`config.mk`:
```
export PLATFORM = sky130hd
export DESIGN_NAME = dti_gnpd_conv_pipe
export DESIGN_NICKNAME = d
export VERILOG_FILES = /design/src/rtl/dti_pack.sv /design/src/rtl/dti_conv_fifo.sv /design/src/rtl/dti_gnpd_conv_pipe.sv
export SDC_FILE = /design/constraint.sdc
export NUM_CORES = 1
export LEC_CHECK = 0
export CAP_MARGIN = 20
export CORE_MARGIN = 2
export CORE_UTILIZATION = 54
export CTS_CLUSTER_SIZE = 40
export DETAILED_ROUTE_END_ITERATION = 12
export PLACE_DENSITY = 0.79
export SYNTH_ARGS = -nofsm -noshare
export SYNTH_HDL_FRONTEND = slang
export SYNTH_SLANG_ARGS = --single-unit
```
`constraint.sdc`:
```
create_clock -name clk -period 5.05 [get_ports clk]
set_input_delay 0.7575 -clock clk [delete_from_list [all_inputs] [get_ports clk]]
set_output_delay 0.7575 -clock clk [all_outputs]
set_load 0.005 [all_outputs]
```
`src/rtl/dti_pack.sv`:
```
// rtl/dti_pack.sv - shared defaults, state enum and payload width helper for the DTI<->NoC converter
package dti_pack;

  localparam int DTI_DATA_W = 80;
  localparam int DTI_TID_W  = 6;
  localparam int NOC_NODE_W = 6;

  typedef enum logic {
    IDLE  = 1'b0,
    BURST = 1'b1
  } conv_state_e;

  // NoC payload carries tdata followed by one keep bit per data byte
  function automatic int payload_w(input int data_w);
    return data_w + data_w / 8;
  endfunction

endpackage

```
`src/rtl/dti_conv_fifo.sv`:
```
// rtl/dti_conv_fifo.sv - valid/ready FIFO with wrap-bit pointers and 1-cycle write-to-head latency
module dti_conv_fifo #(
  parameter int WIDTH = 8,
  parameter int DEPTH = 4
) (
  input  logic                   clk,
  input  logic                   rst_n,
  input  logic                   push_valid,
  output logic                   push_ready,
  input  logic [WIDTH-1:0]       push_data,
  output logic                   pop_valid,
  input  logic                   pop_ready,
  output logic [WIDTH-1:0]       pop_data,
  output logic                   full,
  output logic                   empty,
  output logic [$clog2(DEPTH):0] count
);

  localparam int AW = $clog2(DEPTH);

  logic [WIDTH-1:0] mem [DEPTH];
  logic [AW:0]      wr_ptr;
  logic [AW:0]      rd_ptr;
  logic             push;
  logic             pop;

  assign empty      = (wr_ptr == rd_ptr);
  assign full       = (wr_ptr[AW] != rd_ptr[AW]) && (wr_ptr[AW-1:0] == rd_ptr[AW-1:0]);
  assign count      = wr_ptr - rd_ptr;
  // Full blocks a write even if the head is popped the same cycle
  assign push_ready = !full;
  assign pop_valid  = !empty;
  assign push       = push_valid && !full;
  assign pop        = pop_ready && !empty;
  assign pop_data   = mem[rd_ptr[AW-1:0]];

  always_ff @(posedge clk or negedge rst_n) begin
    if (!rst_n) begin
      wr_ptr <= '0;
      rd_ptr <= '0;
    end else begin
      if (push) wr_ptr <= wr_ptr + (AW+1)'(1);
      if (pop)  rd_ptr <= rd_ptr + (AW+1)'(1);
    end
  end

  always_ff @(posedge clk) begin
    if (push) mem[wr_ptr[AW-1:0]] <= push_data;
  end

endmodule

```
`src/rtl/dti_gnpd_conv_pipe.sv`:
```
// rtl/dti_gnpd_conv_pipe.sv - registered DTI<->NoC converter with packet-atomic injection and srcid checking
module dti_gnpd_conv_pipe
  import dti_pack::*;
#(
  parameter int   DATA_W     = DTI_DATA_W,
  parameter int   TID_W      = DTI_TID_W,
  parameter int   NODE_W     = NOC_NODE_W,
  parameter int   REQ_DEPTH  = 4,
  parameter int   RSP_DEPTH  = 4,
  parameter int   RSP_THRESH = 2,
  parameter logic REQ_QOS    = 1'b1,
  localparam int  KEEP_W     = DATA_W / 8
) (
  input  logic                     clk,
  input  logic                     rst_n,
  input  logic [NODE_W-1:0]        cfg_tgtid,
  input  logic                     req_tvalid,
  output logic                     req_tready,
  input  logic [DATA_W-1:0]        req_tdata,
  input  logic [KEEP_W-1:0]        req_tkeep,
  input  logic                     req_tlast,
  input  logic [TID_W-1:0]         req_ttid,
  output logic                     rsp_tvalid,
  input  logic                     rsp_tready,
  output logic [DATA_W-1:0]        rsp_tdata,
  output logic [KEEP_W-1:0]        rsp_tkeep,
  output logic                     rsp_tlast,
  output logic [TID_W-1:0]         rsp_ttid,
  output logic                     req_valid,
  input  logic                     req_ready,
  output logic [DATA_W+KEEP_W-1:0] req_payload,
  output logic [TID_W-1:0]         req_srcid,
  output logic [NODE_W-1:0]        req_tgtid,
  output logic                     req_qos,
  output logic                     req_last,
  input  logic                     req_threshold,
  input  logic                     rsp_valid,
  output logic                     rsp_ready,
  input  logic [DATA_W+KEEP_W-1:0] rsp_payload,
  input  logic [TID_W-1:0]         rsp_srcid,
  input  logic [NODE_W-1:0]        rsp_tgtid,
  input  logic                     rsp_qos,
  input  logic                     rsp_last,
  output logic                     rsp_threshold,
  output logic                     err_tid
);

  localparam int PW     = payload_w(DATA_W);
  localparam int REQ_EW = PW + TID_W + 1 + NODE_W;
  localparam int RSP_EW = PW + TID_W + 1;
  localparam int QAW    = $clog2(REQ_DEPTH);
  localparam int RAW    = $clog2(RSP_DEPTH);
  // (RSP_DEPTH - count) >= RSP_THRESH rewritten as a bound on count
  localparam logic [RAW:0] THR_LIMIT = (RAW+1)'(RSP_DEPTH - RSP_THRESH);

  logic [REQ_EW-1:0] req_head;
  logic              req_nonempty;
  logic              req_full_unused;
  logic              req_empty_unused;
  logic [QAW:0]      req_count_unused;
  conv_state_e       req_state;
  conv_state_e       req_state_d;

  assign req_qos = REQ_QOS;

  dti_conv_fifo #(.WIDTH(REQ_EW), .DEPTH(REQ_DEPTH)) u_req_fifo (
    .clk        (clk),
    .rst_n      (rst_n),
    .push_valid (req_tvalid),
    .push_ready (req_tready),
    .push_data  ({req_tdata, req_tkeep, req_ttid, req_tlast, cfg_tgtid}),
    .pop_valid  (req_nonempty),
    .pop_ready  (req_valid && req_ready),
    .pop_data   (req_head),
    .full       (req_full_unused),
    .empty      (req_empty_unused),
    .count      (req_count_unused)
  );

  assign {req_payload, req_srcid, req_last, req_tgtid} = req_head;

  always_ff @(posedge clk or negedge rst_n) begin
    if (!rst_n) req_state <= IDLE;
    else        req_state <= req_state_d;
  end

  // Threshold only gates the first beat; inside a packet it is ignored
  always_comb begin
    req_state_d = req_state;
    req_valid   = 1'b0;
    case (req_state)
      IDLE: begin
        req_valid = req_nonempty && req_threshold;
        if (req_valid && req_ready && !req_last) req_state_d = BURST;
      end
      BURST: begin
        req_valid = req_nonempty;
        if (req_valid && req_ready && req_last) req_state_d = IDLE;
      end
    endcase
  end

  logic [RSP_EW-1:0] rsp_head;
  logic [PW-1:0]     rsp_head_payload;
  logic              rsp_full_unused;
  logic              rsp_empty_unused;
  logic [RAW:0]      rsp_count;
  logic [RAW:0]      rsp_count_d;
  logic              rsp_push;
  logic              rsp_pop;
  conv_state_e       rsp_state;
  conv_state_e       rsp_state_d;
  logic [TID_W-1:0]  rsp_src_q;
  logic [TID_W-1:0]  rsp_src_d;
  logic              err_d;

  assign rsp_push = rsp_valid && rsp_ready;
  assign rsp_pop  = rsp_tvalid && rsp_tready;

  dti_conv_fifo #(.WIDTH(RSP_EW), .DEPTH(RSP_DEPTH)) u_rsp_fifo (
    .clk        (clk),
    .rst_n      (rst_n),
    .push_valid (rsp_valid),
    .push_ready (rsp_ready),
    .push_data  ({rsp_payload, rsp_srcid, rsp_last}),
    .pop_valid  (rsp_tvalid),
    .pop_ready  (rsp_tready),
    .pop_data   (rsp_head),
    .full       (rsp_full_unused),
    .empty      (rsp_empty_unused),
    .count      (rsp_count)
  );

  assign {rsp_head_payload, rsp_ttid, rsp_tlast} = rsp_head;
  assign rsp_tdata = rsp_head_payload[PW-1:KEEP_W];
  assign rsp_tkeep = rsp_head_payload[KEEP_W-1:0];

  assign rsp_count_d = rsp_count + (RAW+1)'(rsp_push) - (RAW+1)'(rsp_pop);

  always_ff @(posedge clk or negedge rst_n) begin
    if (!rst_n) begin
      rsp_threshold <= 1'b1;
      rsp_state     <= IDLE;
      rsp_src_q     <= '0;
      err_tid       <= 1'b0;
    end else begin
      rsp_threshold <= (rsp_count_d <= THR_LIMIT);
      rsp_state     <= rsp_state_d;
      rsp_src_q     <= rsp_src_d;
      err_tid       <= err_d;
    end
  end

  // A mismatching beat is still stored; the flag only reports it
  always_comb begin
    rsp_state_d = rsp_state;
    rsp_src_d   = rsp_src_q;
    err_d       = err_tid;
    case (rsp_state)
      IDLE: begin
        if (rsp_push && !rsp_last) begin
          rsp_state_d = BURST;
          rsp_src_d   = rsp_srcid;
        end
      end
      BURST: begin
        if (rsp_push) begin
          if (rsp_srcid != rsp_src_q) err_d = 1'b1;
          if (rsp_last) rsp_state_d = IDLE;
        end
      end
    endcase
  end

  logic unused_sink;
  assign unused_sink = ^{rsp_tgtid, rsp_qos, req_full_unused, req_empty_unused,
                         req_count_unused, rsp_full_unused, rsp_empty_unused};

endmodule

```
==> run metrics, run 1 <==
RSZ-0062 raised after global routing=no; FF+latch count, synth=822; Mapped Area=0.0300 mm2; largest family of logic cells by synthesized area=multiplexers; Final Core Density=69.0%; initial core utilization=54.6%; post-route antenna net violation count=0; data required time of the worst path=4.29 ns; Worst Path Arrival=3.28 ns; cts hold-fix bufs=0; skew final=0.0159 ns; hold crit path type=in2async; fmax=0.248 GHz; DR vias/cell=5.64; Clk pin slew, worst setup/hold paths=0.06 ns; via count=13,800; Post-synth ARST share=2.68%; Critical Path End Type=output port; Seq/Total Area, Yosys=81.9%; area delta synth->final=26.3%; Clock Tree Buf Depth=3; Final Hold Viols=0; clock sink count=822; most frequent cells in the layout=800 x edfxtp_1, 412 x clkdlybuf4s50_1, 200 x mux4_2; Die X=240 um; initial antenna violation count=10; met3 WL post-DR=6450 um; largest net degree at the start of global routing=101; DR iter-0 viols=867; total gr overflow=0; post-synthesis compound-gate area fraction=0.175%; All-Layer GR Usage=21.2%; storage element area=0.0246 mm2; vias in the first global route=14,400; Met2 Routed Length=30,200 um; CTS Buf Count=81; Synth Net Count=1,384; hpwl dp=36,200 um; clock root buffer master=clkbuf_16; setup TNS=0 ns; Leakage Power=12.3 nW; CP peak stage delay=0.82 ns; Final Critical Period=4.04 ns; WL/cell=24.8 um; CTS tree=done; Synth Area in Adders=0.634%; first-pass GRT wire length=89,300 um; drt total wl=60,600 um; H-tree depth=3; max-slew violations=0; CP max FO=62; Nets=1,860; total power=0.0231 W; uppermost routed layer=met5; critical path's slowest cell=dfrtp_4; worst setup path class=reg2out; post-CTS setup buffer count=0; Cells after Synth=1,156; status=finished clean; top_reg_cell synth=edfxtp_1; DRC viols=0; total core area=0.0550 mm2; Post-synth EDFFs=800; Clock Latency Late Sink=0.61 ns; mux share of post-synthesis cell area=15.3%; PD cells=610 mW/mm2; Synth Area in XOR/XNOR=0.642%; simple-gate share of the synthesized area=0.463%; final setup fails=0; most common cell after layout, fill and taps aside=edfxtp_1; cells along the critical path=buf_4 -> mux4_2 -> clkdlybuf4s50_1; maximum vdd drop=532 uV; maxcap violations=0; Distinct cells, synth=29; die area=0.0575 mm2; # fillers=3,238; IO Pins=421; first-pass detailed-route iteration total=5; met1 wire length=22,900 um; Worst-Margin Slew=1.01 ns; Die Ht=240 um; Startpoint Class=register; ratio of cells with drive above 1 in the final layout=21.6%; num rows=86; Post-Synthesis Mean Instance Area=26.0 um2; CTS resizes=0; Final GP Congestion=0.737; multi-input gate area in the final layout=0.00521 mm2; Final period util=79.9%; Max transition margin=32.5%; PortBufs=412; warnings from Yosys=0
## logic make-up after synthesis
logic type | Yosys count
compound gates | 9
xor+xnor | 22
fa+ha+maj | 14
buf+inv | 57
flops | 822
mux | 209
other cells | 1
simple gates | 22
## Yosys cell counts (2+ instances only)
master	n	area share [%]
inv_1	9	0.11
mux2_2	9	0.34
nand2_1	3	0.038
nor2_1	2	0.025
mux4_2	200	15
xnor2_1	13	0.38
buf_4	2	0.050
and2_1	4	0.083
dfrtp_1	21	1.8
buf_2	28	0.47
fa_1	2	0.13
ha_1	12	0.50
and3_1	4	0.083
edfxtp_1	800	80
clkbuf_1	10	0.13
nand3_1	3	0.050
nand3b_1	2	0.050
xor2_1	9	0.26
a31oi_1	3	0.063
buf_1	8	0.10
a21oi_1	4	0.067
## final cells by class
| type | count | area share [%] |
|---|---|---|
| repair buffers | 441 | 11.8 |
| flip-flops and latches | 822 | 64.9 |
| multi-input cells | 277 | 13.8 |
| inverters | 9 | 0.0891 |
| well taps | 748 | 2.47 |
| clock inverters | 41 | 1.24 |
| diodes | 2 | 0.0132 |
| clock buffers | 106 | 5.81 |
## per-stage QoR
stage / std cells / setup slack (ns) / instance area [um2] / hold WS (ns)
after floorplan: 1156 / 1.11 / 30000 / 0.461
after global placement: 2295 / 1.42 / 35200 / 0.473
after detailed placement: 2295 / 1.36 / 35200 / 0.468
after CTS: 2442 / 0.940 / 37900 / 0.479
after global routing: 2444 / 0.888 / 37900 / 0.450
final: 2446 / 1.01 / 37900 / 0.465
## metal layers
| layer | GRT usage, % | up-vias |
|---|---|---|
| met1 | 27.1 | 7226 |
| met3 | 8.39 | 87 |
| met2 | 34.4 | 539 |
| met5 | 0 | - |
| met4 | 5.51 | 18 |
| li1 | - | 5932 |
## power breakdown
group	total [W]	internal (W)	leakage [nW]	switching (W)
clock	0.00600	0.00359	1.30	0.00241
sequential	0.00988	0.00923	7.58	0.000655
combinational	0.00724	0.00409	3.41	0.00315
total	0.0231	0.0169	12.3	0.00621
## final timing paths
kind | start | to | slack, ns | depth (start not counted)
min in group clk | err_tid | err_tid | 0.48 | 1
min reg2reg | err_tid | err_tid | 0.48 | 1
max in group asynchronous | rst_n | rsp_threshold | 4.06 | 2
min | rst_n | req_state | 0.46 | 1
max reg2reg | u_rsp_fifo.rd_ptr[1] | u_rsp_fifo.mem[3][64] | 1.80 | 5
max | u_rsp_fifo.rd_ptr[1] | rsp_ttid[0] | 1.01 | 3
## worst max-delay path, delay by kind of cell (launching register included)
family | cells | cell delay (ns)
buffers and inverters | 2 | 1.34
DFF | 1 | 0.82
muxes | 1 | 0.43
## sequential cells by signal, summed over array words and instances (netlist names), named ones only
signal	cells
u_req_fifo.wr_ptr	3
req_state	1
u_rsp_fifo.mem	388
u_rsp_fifo.rd_ptr	3
u_req_fifo.rd_ptr	3
u_rsp_fifo.wr_ptr	3
u_req_fifo.mem	412
rsp_src_q	6
rsp_threshold	1
err_tid	1
(Power assumes the default switching activity.)
==> run 2, diff against run 1 <==
clock period = 3.8 ns   (was 5.05 ns; I/O delays follow)
==> run 2 against run 1 <==
Net effect: combinational power is 38% higher; worst setup slack worse by 0.65 ns; critical path type unchanged; highest routed layer unchanged; count of clock-buffer cells in the layout is 5 lower; register-to-register slack worse by 0.68 ns; first-iteration DRC count is 16% lower.
==> run metrics, run 2 (same netlist as run 1, synthesis figures left out) <==
Die X=240 um; cts hold-fix bufs=0; maximum vdd drop=528 uV; IO Pins=421; Clock Tree Buf Depth=3; CP top delay family=buffers and inverters; CP max FO=26; Final Hold Viols=0; post-route antenna net violation count=0; hold crit path type=in2async; Reg2Reg Setup Slack=1.12 ns; hpwl dp=38,600 um; clock root buffer master=clkbuf_16; worst setup path class=reg2out; most common cell after layout, fill and taps aside=edfxtp_1; DR iter-0 viols=727; vias in the first global route=14,800; critical path's slowest cell=dfrtp_4; setup TNS=0 ns; fin cells=2,468; Leakage Power=12.3 nW; skew final=0.0159 ns; PortBufs=412; die area=0.0575 mm2; first-pass detailed-route iteration total=4; CP peak stage delay=0.80 ns; Post-DP Area=0.0355 mm2; WL/cell=24.9 um; Max transition margin=48.7%; dpl ws=0.925 ns; R2R depth=4; clock sink count=822; DR vias/cell=5.58; Design Area, Final=0.0380 mm2; fmax=0.291 GHz; CTS tree=done; initial antenna violation count=15; Die Ht=240 um; Final period util=90.4%; cells along the critical path=buf_4 -> mux4_2 -> clkdlybuf4s50_1; Worst Path Arrival=2.87 ns; first-pass GRT wire length=90,400 um; maxcap violations=0; total core area=0.0550 mm2; Startpoint Class=register; area delta synth->final=26.6%; number of flip-flops in the largest register=412; dpl cells=2,314; Final Core Density=69.1%; total gr overflow=0; RSZ-0062 raised after global routing=no; num rows=86; reg-to-reg endpoint=u_req_fifo.mem[0][24]; Clk pin slew, worst setup/hold paths=0.06 ns; most frequent cells in the layout=800 x edfxtp_1, 412 x clkdlybuf4s50_1, 200 x mux4_2; Critical Path End Type=output port; largest net degree at the start of global routing=101; status=finished clean; via count=13,800; H-tree depth=3; Final GP Congestion=0.764; CTS Buf Count=82; Nets=1,879; Final Critical Period=3.44 ns; All-Layer GR Usage=21.5%; data required time of the worst path=3.23 ns; final setup fails=0; PD cells=801 mW/mm2; CTS resizes=0; DRC viols=0; post-CTS setup buffer count=0; Worst-Margin Slew=0.769 ns; worst r2r src=u_req_fifo.rd_ptr[1]; ratio of cells with drive above 1 in the final layout=22.2%; drt total wl=61,400 um; final worst slack=0.365 ns; max-slew violations=0; initial core utilization=54.6%; worst path bufs/invs=2; Clock Latency Late Sink=0.61 ns
[run 2: cell count changes in the layout (fill, tap and decap cells not counted), sizes merged]
cell    change
buf        +18
clkbuf      -5
clkinv      +7
diode       +6
inv         +3
bufinv      -7
[run 2: area by class of cell]
| class | count | area [um2] |
|---|---|---|
| timing repair buffer | 459 | 4770 |
| antenna | 8 | 20.0 |
| sequential | 822 | 24600 |
| multi-input combinational | 277 | 5210 |
| inverter | 9 | 33.8 |
| clock inverter | 44 | 304 |
| fill | 3221 | 17000 |
| tap | 748 | 936 |
| clock buffer | 101 | 2140 |
[run 2: worst reg2reg max path: cells and delay by family (launching register included)]
family        cells  cell delay [ns]
xor+xnor          1             0.24
buf+inv           1             0.34
flops             1             0.92
simple gates      2             0.87
[run 2: stage by stage]
step | hold WS (ns) | total power [W]
global route | 0.276 | 0.0318
floorplan | 0.274 | 0.0179
global placement | 0.476 | 0.0231
CTS | 0.490 | 0.0308
finish | 0.269 | 0.0304
detailed placement | 0.481 | 0.0233
[run 2: layer usage]
metal | vias to the layer above | global-route usage [%] | share of wire (%)
met5 | - | 0 | 0.14
li1 | 5965 | - | -
met4 | 14 | 6.84 | 1.9
met1 | 7208 | 26.1 | 37
met3 | 91 | 8.76 | 11
met2 | 497 | 35.4 | 51
[run 2: worst max path at each step]
stage | start | end | cells after the start
3_5_place_dp | rsp_valid | u_rsp_fifo.mem[0][18] | 6
6_report | u_req_fifo.rd_ptr[0] | req_payload[78] | 3
3_3_place_gp | u_req_fifo.rd_ptr[0] | req_payload[20] | 3
4_1_cts | u_req_fifo.rd_ptr[0] | req_payload[69] | 3
5_1_grt | u_req_fifo.rd_ptr[0] | req_payload[78] | 3
2_1_floorplan | u_req_fifo.rd_ptr[1] | u_req_fifo.mem[3][0] | 4
[run 2: power breakdown]
part	leakage [nW]	internal [W]	switching, W
clock	1.20	0.00421	0.00321
sequential	7.58	0.0123	0.000722
combinational	3.56	0.00566	0.00439
total	12.3	0.0221	0.00832
==> run 3, diff against run 2 <==
CORE_UTILIZATION = 33   (was 54)
PLACE_DENSITY = unset   (was 0.79)
==> run 3 against run 2 <==
Net effect: worst setup slack got worse by 0.055 ns; cell count is 17% higher; sequential share of layout area fell by 1.3 points; clock skew about the same; die area is 62% higher; global-route usage shrank 7.6 points; fmax down 1.6%; critical path type unchanged; critical endpoint is now req_payload[76].
==> run metrics, run 3 (same netlist as run 1, synthesis figures left out) <==
status=finished clean; WL/cell=22.4 um; reg-to-reg endpoint=u_req_fifo.mem[1][40]; clock sink count=822; most common cell after layout, fill and taps aside=edfxtp_1; Final Hold Viols=0; first-pass detailed-route iteration total=5; switch share=27.3%; Startpoint Class=register; Worst Path Arrival=2.92 ns; hold crit path type=in2async; total gr overflow=0; PD cells=808 mW/mm2; IO Pins=421; CTS resizes=0; DR vias/cell=4.74; vias in the first global route=15,000; RSZ-0062 raised after global routing=no; R2R depth=4; Internal=0.0228 W; via count=13,700; worst setup path class=reg2out; PortBufs=412; drt total wl=64,900 um; Nets=1,878; cts hold-fix bufs=0; Final Critical Period=3.49 ns; H-tree depth=3; ratio of cells with drive above 1 in the final layout=22.6%; initial antenna violation count=12; power share of the sequential group=41.2%; die area=0.0934 mm2; worst r2r src=u_req_fifo.rd_ptr[1]; Critical Path End Type=output port; Leakage Power=12.5 nW; area delta synth->final=29.2%; Clock Latency Late Sink=0.63 ns; Worst-Margin Slew=0.866 ns; Final period util=91.9%; # fillers=7,719; skew final=0.0161 ns; clock root buffer master=clkbuf_16; hpwl dp=40,500 um; CTS Buf Count=88; num rows=110; Reg2Reg Setup Slack=1.02 ns; post-route antenna net violation count=0; switching power=0.00855 W; total power=0.0313 W; maxcap violations=0; number of flip-flops in the largest register=412; post-CTS setup buffer count=0; largest net degree at the start of global routing=101; data required time of the worst path=3.23 ns; initial core utilization=33.3%; first-pass GRT wire length=96,800 um; Clock power frac=26.5%; CTS tree=done; final setup fails=0; most frequent cells in the layout=800 x edfxtp_1, 412 x clkdlybuf4s50_1, 200 x mux4_2; setup TNS=0 ns; total core area=0.0900 mm2; Die Ht=306 um; Die X=306 um; max-slew violations=0; fmax=0.286 GHz; Clock Tree Buf Depth=3; All-Layer GR Usage=13.9%; logic gate share of total power=32.3%; maximum vdd drop=549 uV; DRC viols=0; Final Core Density=43.1%; Final GP Congestion=0.707; Max transition margin=42.1%; Clk pin slew, worst setup/hold paths=0.06 ns; DR iter-0 viols=851; CP max FO=25
## run 3: metrics by stage
step           hold WS, ns  instances  setup WS [ns]  cell area [um2]
2_1_floorplan        0.274       1156        0.00505            30000
3_3_place_gp         0.458       2736          0.868            36000
3_5_place_dp         0.482       2736          0.868            36000
4_1_cts              0.451       2895          0.145            38800
5_1_grt              0.506       2895          0.126            38800
6_report             0.445       2896          0.309            38800
## run 3: final cells by class
type | instances | area (um2) | share of cell area, %
flip-flops and latches | 822 | 24600 | 63.4
multi-input cells | 277 | 5210 | 13.4
repair buffers | 452 | 4660 | 12.0
clock buffers | 111 | 2350 | 6.06
well taps | 1176 | 1470 | 3.79
clock inverters | 48 | 462 | 1.19
inverters | 9 | 33.8 | 0.0871
diodes | 1 | 2.50 | 0.00645
## run 3: power groups by stage
stage | registers (W) | clock network (W) | logic [W]
detailed placement | 0.0131 | 0 | 0.0104
floorplan | 0.0129 | 0 | 0.00504
finish | 0.0129 | 0.00829 | 0.0101
global route | 0.0131 | 0.00891 | 0.0110
global placement | 0.0130 | 0 | 0.0104
CTS | 0.0130 | 0.00855 | 0.0105
## run 3: worst max path at each step
stage | to | start | slack, ns | cells past startpoint
global placement | req_payload[76] | u_req_fifo.rd_ptr[0] | 0.87 | 3
CTS | req_payload[76] | u_req_fifo.rd_ptr[0] | 0.15 | 3
global route | req_payload[76] | u_req_fifo.rd_ptr[0] | 0.13 | 3
finish | req_payload[76] | u_req_fifo.rd_ptr[0] | 0.31 | 3
detailed placement | req_payload[76] | u_req_fifo.rd_ptr[0] | 0.87 | 3
floorplan | u_req_fifo.mem[3][0] | u_req_fifo.rd_ptr[1] | 0.005 | 4
## run 3: critical path: stages (launching register included)
cell and delay, ns:
dfrtp_4 0.81, buf_4 0.41, mux4_2 0.59, clkdlybuf4s50_1 0.48
## run 3: per-layer routing
metal,track usage (%),wire length [um],vias up
li1,-,-,5961
met1,16.9,25300,7140
met2,22.4,31200,499
met3,6.32,7070,109
met4,4.02,1220,22
met5,0,154,-
==> RTL change, RTL diff (flow settings as in run 1) <==
Set the parameter `REQ_DEPTH` to 8 (it was 4).
--- a/src/rtl/dti_gnpd_conv_pipe.sv
+++ b/src/rtl/dti_gnpd_conv_pipe.sv
@@ -5,7 +5,7 @@
   parameter int   DATA_W     = DTI_DATA_W,
   parameter int   TID_W      = DTI_TID_W,
   parameter int   NODE_W     = NOC_NODE_W,
-  parameter int   REQ_DEPTH  = 4,
+  parameter int   REQ_DEPTH  = 8,
   parameter int   RSP_DEPTH  = 4,
   parameter int   RSP_THRESH = 2,
   parameter logic REQ_QOS    = 1'b1,
Function: same outputs for any inputs over 4 cycles, from zero or initial values and one cycle with rst_n low; that may be too few to reach the edited logic, so the function may still have changed.
==> RTL change against run 1 <==
- synthesized area up 54%
- setup slack worse by 210 ps
- routed wire length rose by 60%
- critical path depth up 1
- critical endpoint is now req_payload[65]
- total power grew 43%
- sequential cell count rose by 414
- count of clock-buffer cells in the layout is 30 higher
- cell area increased by 47%
- global-route usage up 0.87 points
- hold slack got worse by 25 ps
- combinational power rose by 45%
==> RTL change: results <==
metrics = {
    "placement": {
        "numPortBuffers": 412,
        "gp_congestion": 0.735,
        "pre_cts_ws_ps": 1260,
        "dpl.cell_count": 3333,
        "hpwlAfterDp_um": 53600,
        "postPlaceCellArea_um2": 51900,
    },
    "timing": {
        "fin_skew_ps": 35.9,
        "worst_pin_slew_ps": 978,
    },
    "route": {
        "wire_per_inst_um": 27.1,
        "wl_met2_um": 48900,
        "via_per_inst": 5.85,
        "drtIter0Drc": 1529,
        "m1WireLength_um": 36600,
        "wl_met3_um": 8810,
        "top_layer_used": "met5",
        "firstDrtPassIters": 5,
    },
    "grt": {
        "antenna_found_initial": 19,
        "grt_pass1_vias": 22000,
        "grt_pass1_wl_um": 141000,
        "grt_use_total_pct": 22.1,
        "grt_max_degree": 101,
    },
    "synthesis": {
        "ys_seq_area_share_pct": 80.2,
        "post_synth_main_area_contributors": "edfxtp_1, mux4_2, mux2_2, dfrtp_1, buf_2",
        "synth-edff-count": 1212,
        "ys_warn_count": 0,
        "async_reset_ff_share_pct": 1.94,
        "syn_inst": 1822,
        "synth_cell_types": 33,
        "yosys-top-cells-count": "edfxtp_1, mux4_2, mux2_2",
        "syn_nets": 2047,
    },
    "power_and_ir_drop": {
        "ir_drop_uv": 450,
        "power.leakage_nw": 17.7,
    },
    "finish": {
        "fin_nets": 2536,
        "largest_reg_flops": 824,
        "drive_above_1_share_pct": 27.1,
        "nFillCells": 5269,
        "stdcell_count": 3568,
    },
    "clock_network": {
        "cts_root_buffer": "clkbuf_16",
        "cts_setup_buffers": 0,
        "htree_levels": 3,
        "cts_resized": 0,
        "numCtsBuffers": 119,
        "clk_latency_ps": 710,
        "cts_buffer_depth": 3,
        "clk_pin_slew_ps": 70,
    },
    "critical_path": {
        "worstPathArrival_ps": 3490,
        "slowest_delay_ps": 970,
        "crit_family": "flip-flops",
        "critPathMaxFanout": 42,
        "r2r_cells": 5,
        "cpMaxStageDelayCell": "dfrtp_4",
    },
    "status": {
        "status": "completed",
    },
    "min_path": {
        "min_path_type": "input port to asynchronous set/reset pin",
    },
}
## RTL change: cell types whose count changed in the layout (fill, tap and decap cells not counted), moves of 5 or more
cell / delta
clkinv_2: +17
clkbuf_16: +35
buf_12: +11
mux4_2: +103
mux2_2: +103
clkinv_1: +13
clkinvlp_4: +8
nor2_4: +5
diode_2: +10
edfxtp_1: +412
## RTL change: cell type report
type / instances / area [um2] / area share (%)
sequential: 1236 / 37000 / 66.4
clock inverter: 86 / 793 / 1.42
tap: 1144 / 1430 / 2.57
timing repair buffer: 451 / 4650 / 8.34
inverter: 8 / 32.5 / 0.0583
clock buffer: 136 / 3040 / 5.45
multi-input combinational: 495 / 8780 / 15.7
antenna: 12 / 30.0 / 0.0538
## RTL change: per-stage QoR
stage	util, %	power, mW
after global placement	61.2	24.6
after global routing	65.7	34.5
after floorplan	-	20.0
final	65.7	33.2
after CTS	65.7	33.6
after detailed placement	61.2	24.8
## RTL change: path summary, 6_finish.rpt
path | from | endpoint | slack (ps)
max | u_req_fifo.rd_ptr[0] | req_payload[65] | 800
min reg2reg | err_tid | err_tid | 470
max reg2reg | u_req_fifo.rd_ptr[1] | u_req_fifo.mem[6][24] | 1600
min in group clk | err_tid | err_tid | 470
max in group asynchronous | rst_n | rsp_threshold | 4300
min | rst_n | u_req_fifo.wr_ptr[1] | 440
## RTL change: where the power goes
part           leakage, nW  total (mW)  switching [mW]  internal [mW]
clock network         1.86        8.60            3.75           4.85
logic                 4.55        10.5            4.66           5.80
registers             11.3        14.1           0.827           13.3
## RTL change: layer usage
layer  vias up  GRT usage [%]
met1     11000           28.1
met4        22           7.10
met3       165           6.63
li1       8818              -
met2       821           36.9
met5         -              0
## RTL change: worst reg2reg max path, stage by stage, from the launching register on
cell and delay, ps:
dfrtp_4 960, xnor2_1 220, nand4_1 250, nand3b_1 350, nor2_4 790, buf_4 500
## RTL change: cell families (layout without fill, tap and decap cells)
logic type                 Yosys count  count (layout)  share of synthesized area, %
AOI/OAI and AO/OA                    7               7                        0.0922
xor gates and xnor gates            25              25                         0.475
muxes                              415             415                          17.5
and+or+nand+nor                     36              36                         0.453
buffers and inverters               91             681                         0.928
DFF                               1236            1236                          80.2
other                                1              13                       0.00813
adders and majority gates           11              11                         0.331
